[config.mk]
export PLATFORM = sky130hd
export DESIGN_NAME = br_write_arbiter
export DESIGN_NICKNAME = d
export VERILOG_FILES = /design/src/rtl/br_write_arbiter.sv
export SDC_FILE = /design/constraint.sdc
export NUM_CORES = 1
export LEC_CHECK = 0
export CAP_MARGIN = 20
export CORE_ASPECT_RATIO = 0.5
export CORE_MARGIN = 4
export CORE_UTILIZATION = 40
export CTS_CLUSTER_DIAMETER = 200
export DETAILED_ROUTE_END_ITERATION = 7
export PLACE_DENSITY = 0.8
export SLEW_MARGIN = 20
export SYNTH_ARGS = -nofsm -noshare
export SYNTH_HDL_FRONTEND = slang
export SYNTH_SLANG_ARGS = --single-unit
[constraint.sdc]
create_clock -name clk -period 1.98 [get_ports clk]
set_clock_uncertainty 0.2 [all_clocks]
set_input_delay 0.297 -clock clk [delete_from_list [all_inputs] [get_ports clk]]
set_output_delay 0.297 -clock clk [all_outputs]
set_load 0.05 [all_outputs]
[src/rtl/br_write_arbiter.sv]
// Register-file write-port owner: post-reset clear sweep, then round-robin
// arbitration between writeback port A (ALU) and port B (load data).
module br_write_arbiter #(
  parameter int unsigned AW             = 5,
  parameter int unsigned DWID           = 32,
  parameter int unsigned NREG           = 32,
  parameter int unsigned CLEAR_ON_RESET = 1,
  parameter int unsigned ZERO_REG       = 1
) (
  input  logic            clk,
  input  logic            rst_n,
  input  logic            a_valid,
  input  logic [AW-1:0]   a_addr,
  input  logic [DWID-1:0] a_data,
  output logic            a_ready,
  input  logic            b_valid,
  input  logic [AW-1:0]   b_addr,
  input  logic [DWID-1:0] b_data,
  output logic            b_ready,
  output logic            br_we,
  output logic [AW-1:0]   br_wa,
  output logic [DWID-1:0] br_dw,
  output logic            init_done
);

  typedef enum logic {
    S_CLEAR = 1'b0,
    S_RUN   = 1'b1
  } state_t;

  localparam logic [AW-1:0] LAST_ADDR = AW'(NREG - 1);

  state_t          state;
  state_t          state_next;
  logic [AW-1:0]   cnt;
  logic            last_b;
  logic            grant_a;
  logic            grant_b;
  logic            we_next;
  logic [AW-1:0]   wa_next;
  logic [DWID-1:0] dw_next;

  // State register
  always_ff @(posedge clk) begin
    if (!rst_n) begin
      state <= (CLEAR_ON_RESET != 0) ? S_CLEAR : S_RUN;
    end else begin
      state <= state_next;
    end
  end

  // Next state: sweep ends after the write to the last register is issued
  always_comb begin
    state_next = state;
    if (state == S_CLEAR && cnt == LAST_ADDR) begin
      state_next = S_RUN;
    end
  end

  // Grant, handshake and next write-port values
  always_comb begin
    grant_a = a_valid & (~b_valid | last_b);
    grant_b = b_valid & (~a_valid | ~last_b);
    a_ready = rst_n & (state == S_RUN) & grant_a;
    b_ready = rst_n & (state == S_RUN) & grant_b;
    we_next = 1'b0;
    wa_next = br_wa;
    dw_next = br_dw;
    case (state)
      S_CLEAR: begin
        we_next = 1'b1;
        wa_next = cnt;
        dw_next = '0;
      end
      S_RUN: begin
        // A write to r0 still handshakes but is suppressed at the port
        if (a_ready) begin
          we_next = !((ZERO_REG != 0) && (a_addr == '0));
          wa_next = a_addr;
          dw_next = a_data;
        end else if (b_ready) begin
          we_next = !((ZERO_REG != 0) && (b_addr == '0));
          wa_next = b_addr;
          dw_next = b_data;
        end
      end
      default: begin
        we_next = 1'b0;
      end
    endcase
  end

  // Registered write port, sweep counter and round-robin history
  always_ff @(posedge clk) begin
    if (!rst_n) begin
      br_we     <= 1'b0;
      br_wa     <= '0;
      br_dw     <= '0;
      init_done <= 1'b0;
      cnt       <= '0;
      last_b    <= 1'b1;
    end else begin
      br_we     <= we_next;
      br_wa     <= wa_next;
      br_dw     <= dw_next;
      init_done <= (state == S_RUN);
      if (state == S_CLEAR) begin
        cnt <= cnt + AW'(1);
      end
      if (a_ready) begin
        last_b <= 1'b0;
      end else if (b_ready) begin
        last_b <= 1'b1;
      end
    end
  end

endmodule

==> results of run 1 <==
-- power by group --
part / leakage (uW) / total (uW) / switching [uW] / internal [uW]
Clock: 0.0000771 / 941 / 346 / 596
Sequential: 0.000372 / 943 / 8.18 / 935
Combinational: 0.00114 / 245 / 84.2 / 161
Total: 0.00159 / 2130 / 438 / 1690
-- cell type report --
type,instances,area (um2)
Multi-Input combinational cell,193,1260
Inverter,2,10.0
Clock inverter,2,37.5
Sequential cell,46,921
Fill cell,469,1880
Tap cell,73,91.3
Clock buffer,6,129
Timing Repair Buffer,133,1280
-- flip-flops by register name, summed over array words and instances, names as in the netlist --
| name | cells |
|---|---|
| br_wa | 5 |
| state | 1 |
| cnt | 5 |
| last_b | 1 |
| br_dw | 32 |
| init_done | 1 |
| br_we | 1 |
-- logic make-up (layout without fill, tap and decap cells) --
| kind of cell | after synthesis | after routing |
|---|---|---|
| compound gates | 57 | 57 |
| xor+xnor | 3 | 3 |
| fa+ha+maj | 2 | 2 |
| buf+inv | 30 | 143 |
| flops | 46 | 46 |
| mux | 2 | 2 |
| simple gates | 129 | 129 |
-- stage by stage --
step           util (%)  area, um2
4_1_cts            66.3       3720
3_3_place_gp       63.3       3550
2_1_floorplan         -       2370
3_5_place_dp       63.3       3550
5_1_grt            66.5       3730
6_report           66.5       3730
-- cell usage in the layout, fill, tap and decap left out, types with 5 or more instances in the layout --
master / count
nor2_1: 8
clkdlybuf4s50_1: 83
clkbuf_16: 5
a31oi_1: 5
buf_4: 42
nand4_1: 37
a21o_1: 5
dfxtp_1: 46
o21ai_0: 11
nand2_1: 66
o211ai_2: 30
nor3_1: 5
buf_12: 5
-- timing repair --
| action | in CTS | in global routing |
|---|---|---|
| endpoints found under the setup margin | 0 | 2 |
| resized for setup | 0 | 3 |
| setup buffers | 0 | 1 |
-- worst max-delay path by stage --
stage                     startpoint   endpoint  cells after the start
after global placement       a_valid  br_dw[18]                      5
after floorplan              a_valid    b_ready                      4
final                      br_dw[15]  br_dw[15]                      1
after global routing       br_dw[15]  br_dw[15]                      1
after detailed placement     a_valid  br_dw[23]                      5
after CTS                      rst_n    a_ready                      5
-- metal layers --
metal / part of all wire [%] / wire, um / global-route usage, % / vias to the layer above
li1: - / - / - / 1202
met5: 0 / 0 / 0 / -
met2: 52 / 3970 / 36.5 / 79
met4: 2.2 / 166 / 7.73 / 0
met3: 4.9 / 372 / 2.90 / 12
met1: 41 / 3110 / 25.2 / 1209
==> impl_metrics.tcl, run 1 <==
set metrics [dict create \
    endpoint_kind "output port" \
    yosysMostFrequentCell "nand2_1" \
    cp-start-kind "register" \
    async_reset_ff_share_pct 0 \
    synthCells 269 \
    layout_setup_ws_ns 0.0415 \
    holdPathEnd "br_dw[6]" \
    synth_area_leaders "dfxtp_1 (39%), o211ai_2 (16%), nand2_1 (10%)" \
    wl_per_cell_um 16.7 \
    p_leak_uw 0.00159 \
    r2r-start "last_b" \
    worstPathCellList "clkdlybuf4s50_1" \
    rr_endpoint "br_wa[3]" \
    die_area_um2 7290 \
    worstPathRequired_ns 1.48 \
    hp-start "br_dw[6]" \
    grt_pass1_vias 2551 \
    grt_max_degree 34 \
    syn_to_final_growth_pct 57.5 \
    grt_pass1_wl_um 12200 \
    whs_ns 0.269 \
    synth-simple-area-share_pct 26.5 \
    antenna_found_initial 0 \
    routed_wl_um 7620 \
    min_path_cells 2 \
    fmax_mhz 516 \
    post-place-ws_ns -0.0272 \
    dp_hpwl_um 5630 \
    max_stage_delay_ns 0.81 \
    synthTopCellsByCount "nand2_1 (66), dfxtp_1 (46), nand4_1 (37)" \
    rows 19 \
    grt_use_total_pct 20.6 \
    synth_edf_count 0 \
    yosysSeqAreaShare_pct 38.9 \
    synth_area_um2 2370 \
    crit_buf_inv 1 \
    postRouteAntennaNets 0 \
    drc 0 \
    worstPathMaxFanout 2 \
    muxShareOfSynthArea_pct 0.845 \
    hold_violations 0 \
    slew_headroom_pct 66.5 \
    synth_adder_area_share_pct 1.06 \
    synth_top_family_by_area "simple AND/OR/NAND/NOR gates" \
    numCtsBuffers 5 \
    clk_pin_slew_ns 0.07 \
    hold_class "reg -> reg" \
    crit_family "buffers and inverters" \
    slowest_stage "clkdlybuf4s50_1" \
    port_buffers 118 \
    cts_tree "yes" \
    syn_area_per_cell_um2 8.81 \
    status "complete, no violations" \
    rsz0062_at_grt "false" \
    diodes 0 \
    die_height_um 62.4 \
    synth-seq-cells 46 \
    ir_worst_vdd_mv 0.342 \
    ys_warn_count 0 \
    cts_hold_buf 0 \
    insertion_delay_ns 0.28 \
    via_count 2502 \
    crit_type "reg -> out" \
    r2r_setup_slack_ns 0.39 \
    stdcell_count 455 \
    core_um2 5610 \
    start_util_pct 42.2 \
    placedCellCount 446 \
    cts-root-buf "clkbuf_16" \
    drtIter0Drc 172 \
    synth_top_cell_area_share_pct 38.9 \
    synth_compound_area_share_pct 23.0 \
    maxCapViolCount 0 \
    synth-main-ff-cell "dfxtp_1" \
    place_congestion 0.860 \
    finalPower_uw 2130 \
    clk_path_buf_depth 2 \
    avgViaCountPerCell 5.50 \
    r2r_cells 5 \
    critPathArrivalTime_ns 1.44 \
    synth-xor-area-share_pct 1.11 \
    fin_crit_sh_pct 97.9 \
    cts.sinks 46 \
    drive_gt1_share_pct 22.8 \
    ios 119 \
    drt_pass1_iterations 4 \
    slew_violations 0 \
    grt_overflow 0 \
    yosysTopAreaCell "dfxtp_1" \
    setup_viol 0 \
    h-tree-depth 2 \
    synthDistinctLibCells 32 \
    final_nets 461 \
    fin_setup_tns_ns 0 \
    power_density_nw_per_um2 571 \
    die_width_um 117 \
    tightest_slew_ns 0.500 \
    period_minus_slack_ns 1.94 \
    syn-num-nets 349 \
]
(Power assumes the default switching activity.)
==> run 2: changes to the inputs <==
Settings changed: SKIP_CTS_REPAIR_TIMING from default to 1, SLEW_MARGIN 20 to default.
Clock period 1.98 ns to 2.5 ns, I/O delays scaled along.
==> impl_metrics.tcl, run 2 (synthesis results as in run 1) <==
set metrics [dict create \
    rsz0062_at_grt "false" \
    numCtsBuffers 5 \
    cp-start-kind "input pin" \
    setup_viol 0 \
    endpoint_kind "output port" \
    intPower_uw 1240 \
    dr_wl_met2_um 4010 \
    switchingPower_uw 332 \
    rows 19 \
    reg.largest.list "br_dw: 32 flops, br_wa: 5 flops, cnt: 5 flops" \
    period_minus_slack_ns 2.12 \
    final_nets 460 \
    grt_use_total_pct 20.7 \
    fillCellCount 456 \
    grt_overflow 0 \
    p_comb_share_pct 12.6 \
    place_congestion 0.822 \
    crit_buf_inv 2 \
    largest_register "br_dw" \
    r2r_cells 5 \
    met3_wirelength_um 366 \
    cts.sinks 46 \
    dp_hpwl_um 5660 \
    power_density_nw_per_um2 422 \
    worstPathMaxFanout 6 \
    cts_tree "yes" \
    top_layer "met4" \
    crit_family "buffers and inverters" \
    slew_headroom_pct 64.2 \
    maxCapViolCount 0 \
    fin_setup_tns_ns 0 \
    ir_worst_vdd_mv 0.240 \
    hold_class "reg -> reg" \
    critPathArrivalTime_ns 1.54 \
    core_um2 5610 \
    h-tree-depth 2 \
    drive_gt1_share_pct 14.2 \
    grt_pass1_vias 2581 \
    final_cell_mix "clkdlybuf4s50_1 (116), nand2_1 (66), dfxtp_1 (46), nand4_1 (37), o211ai_2 (30)" \
    cts-root-buf "clkbuf_16" \
    fin_crit_sh_pct 84.6 \
    cp_num_cells 4 \
    worstPathRequired_ns 1.92 \
    syn_to_final_growth_pct 57.0 \
    grt_pass1_wl_um 12200 \
    crit_type "in -> out" \
    p_clk_share_pct 39.7 \
    wl_per_cell_um 16.8 \
    ios 119 \
    tightest_slew_ns 0.536 \
    met1_length_um 3060 \
    port_buffers 118 \
    p_leak_uw 0.00147 \
    grt_max_degree 34 \
    hold_violations 0 \
    drt_pass1_iterations 4 \
    clk_pin_slew_ns 0.06 \
    status "complete, no violations" \
    antenna_found_initial 0 \
    p_seq_share_pct 47.6 \
    insertion_delay_ns 0.28 \
    drtIter0Drc 147 \
    clk_path_buf_depth 2 \
    die_width_um 117 \
    min_path_cells 2 \
    final_common_cell "clkdlybuf4s50_1" \
    drc 0 \
    die_area_um2 7290 \
    start_util_pct 42.2 \
    via_count 2474 \
    routed_wl_um 7630 \
    avgViaCountPerCell 5.46 \
    postRouteAntennaNets 0 \
    diodes 0 \
    largest_register_ff_count 32 \
    die_height_um 62.4 \
    fmax_mhz 473 \
    slew_violations 0 \
    max_stage_delay_ns 0.63 \
    utilization_pct 66.3 \
    slowest_stage "clkdlybuf4s50_1" \
    worstPathCellList "clkdlybuf4s50_1, and3_1, and2_1, buf_4" \
    p_sw_share_pct 21.2 \
]
[run 2: final timing paths]
kind,startpoint,to,slack (ns)
worst min register to register,br_dw[0],br_dw[0],0.26
worst min-delay path,br_dw[0],br_dw[0],0.26
worst max-delay path,b_valid,b_ready,0.38
worst max register to register,state,br_dw[2],0.83
[run 2: area by class of cell]
cell class              count  area [um2]  share of cell area, %
flip-flops and latches     46         921                   24.7
clock buffers               7         133                   3.56
repair buffers            132        1310                   35.1
well taps                  73        91.3                   2.45
inverters                   2        10.0                  0.269
multi-input cells         193        1260                   33.9
[run 2: per-stage QoR]
step                std cells  setup WS, ns  power (uW)  instance area (um2)  hold slack [ns]
global placement          446         0.390         956                 3590            0.243
global route              453         0.327        1640                 3720            0.290
finish                    453         0.384        1570                 3720            0.263
detailed placement        446         0.303         959                 3590            0.252
CTS                       453         0.383        1580                 3720            0.268
floorplan                 269         0.742         812                 2370            0.288
[run 2: power by group through the flow]
stage / registers (uW) / logic (uW) / clock network (uW)
final: 748 / 198 / 624
after global routing: 748 / 209 / 678
after CTS: 747 / 198 / 639
after detailed placement: 764 / 196 / 0
after global placement: 763 / 193 / 0
after floorplan: 774 / 37.9 / 0
[run 2: worst register-to-register path: cells and delay by family, from the launching register on]
family	cells	cell delay, ns
buf+inv	2	0.39
flops	1	0.49
compound gates	1	0.14
simple gates	2	0.33
[run 2: per-layer routing]
layer  global-route usage (%)  up-vias
li1                         -     1199
met1                     24.0     1179
met2                     36.9       79
met3                     4.26       17
met4                     8.30        0
met5                        0        -
==> RTL change, RTL diff (flow settings as in run 1) <==
Set the parameter `AW` to 4 (it was 5).
--- a/src/rtl/br_write_arbiter.sv
+++ b/src/rtl/br_write_arbiter.sv
@@ -2,5 +2,5 @@
 // arbitration between writeback port A (ALU) and port B (load data).
 module br_write_arbiter #(
-  parameter int unsigned AW             = 5,
+  parameter int unsigned AW             = 4,
   parameter int unsigned DWID           = 32,
   parameter int unsigned NREG           = 32,
Ports: changed (resized a_addr, b_addr and br_wa); port bits go from 119 to 116. No check against the original RTL was run, so the function may have changed too.
==> RTL change against run 1 <==
Sequential cell count is 2 lower. Highest routed layer unchanged. Area after synthesis shrank 20%. Wire length fell by 30%. Setup slack worse by 0.0074 ns. Cell area decreased by 15%. Synthesized cell count is 24% lower. Die area fell by 18%. Critical endpoint is now br_wa[0]. Critical path depth is the same. Power down 18%. Largest cell class unchanged. Largest power group unchanged. First-iteration DRC count is 69% lower. Fmax is 0.38% lower. Via count shrank 26%. Worst hold slack worse by 0.021 ns.
==> RTL change: results (changes against run 1) <==
metric	value	unit	change
placed insts	383		was 446
post-synthesis instance total	205		was 269
largest net degree at the start of global routing	33		was 34
Hold Startpoint	br_dw[0]$_SDFFE_PN0P_		was br_dw[6]$_SDFFE_PN0P_
synth top area cells	dfxtp_1, mux2i_1, nand2_1, o21ai_1, o21ai_0		was dfxtp_1, o211ai_2, nand2_1, nand4_1, buf_2
Post-Place Setup Slack	0.0248	ns	was -0.0272 ns
Crit path max-delay family	buffers and inverters		unchanged
final-layout fill cell count	365		was 469
Post-Layout Cell Count	391		was 455
RD Place Congestion	0.831		was 0.860
syn nets	282		was 349
Adder-Cell Fraction of Synth Area	0.00661		was 0.0106
Worst Hold Slack	0.248	ns	was 0.269 ns
clk root buf	clkbuf_8		was clkbuf_16
synth cell count leaders	dfxtp_1, nand2_1, mux2i_1, o21ai_1, o21ai_0		was nand2_1, dfxtp_1, nand4_1, o211ai_2, buf_2
r2r setup slk	0.48	ns	was 0.39 ns
vias in the first global route	1866		was 2551
relative slew slack	0.655		was 0.665
Iteration-0 DRC Markers	53		was 172
all-layer global routing usage	0.178		was 0.206
run status	completed		unchanged
maximum vdd drop	0.000325	V	was 0.000342 V
register area share after synthesis	0.466		was 0.389
DP Area	3080	um2	was 3550 um2
dpl hpwl	4350	um	was 5630 um
cell depth of the worst flop-to-flop path	4		was 5
Worst Hold End	br_dw[0]$_SDFFE_PN0P_		was br_dw[6]$_SDFFE_PN0P_
layout cells sized above 1	0.169		was 0.228
Final nets	401		was 461
post-synthesis mux area share	0.185		was 0.00845
P_leak	1.38	nW	was 1.59 nW
largest registers	br_dw x32, br_wa x4, cnt x4		was br_dw x32, br_wa x5, cnt x5
Achievable Freq	514	MHz	was 516 MHz
XOR/XNOR share of the synthesized area	0.00926		was 0.0111
quantity of I/O buffers inserted on ports	115		was 118
grt total ovfl	0		unchanged
Routed Wire Length	5370	um	was 7620 um
DR vias/cell	4.75		was 5.50
first-pass GRT wire length	8780	um	was 12200 um
main combinational cell family by area after synthesis	multiplexers		was simple AND/OR/NAND/NOR gates
Synth Area in Compound Gates	0.136		was 0.230
[RTL change: cell types whose count changed in the layout (fill, tap and decap cells not counted), moves of 5 or more]
| cell | before | now |
|---|---|---|
| a21o_1 | 5 | 0 |
| clkbuf_16 | 5 | 0 |
| clkbuf_8 | 0 | 6 |
| mux2i_1 | 2 | 35 |
| nand2_1 | 66 | 36 |
| nand4_1 | 37 | 0 |
| o211ai_2 | 30 | 0 |
| o21ai_1 | 0 | 26 |
[RTL change: power by group]
part,switching (W),internal (W),total [W]
Sequential,0.00000789,0.000894,0.000902
Combinational,0.0000973,0.000190,0.000287
Clock,0.000286,0.000278,0.000564
[RTL change: area by class of cell]
class                   count  area [um2]  share of cell area
clock buffers               6        82.6              0.0260
flip-flops and latches     44         881               0.277
inverters                   3        11.3             0.00354
repair buffers            124        1190               0.375
well taps                  66        82.6              0.0260
multi-input cells         146         920               0.289
clock inverters             2        10.0             0.00315
[RTL change: timing repair]
action / in CTS / in global routing
gates resized for setup: 0 / 2
hold buffers: 0 / 0
endpoints found under the setup margin: 0 / 2
[RTL change: per-layer routing]
metal | routed length [um] | vias up | track usage
met5 | 0 | - | 0
met4 | 35 | 0 | 0.0393
met3 | 220 | 4 | 0.0344
met2 | 2890 | 40 | 0.326
met1 | 2230 | 866 | 0.217
li1 | - | 947 | -
[RTL change: worst max path at each step]
stage	startpoint	end	cells past startpoint
after floorplan	last_b$_SDFFE_PN1P_	a_ready	4
after global placement	b_valid	br_wa[3]$_SDFFE_PN0P_	6
after detailed placement	b_valid	br_wa[3]$_SDFFE_PN0P_	6
after CTS	br_wa[0]$_SDFFE_PN0P_	br_wa[0]	1
after global routing	br_wa[0]$_SDFFE_PN0P_	br_wa[0]	1
final	br_wa[0]$_SDFFE_PN0P_	br_wa[0]	1
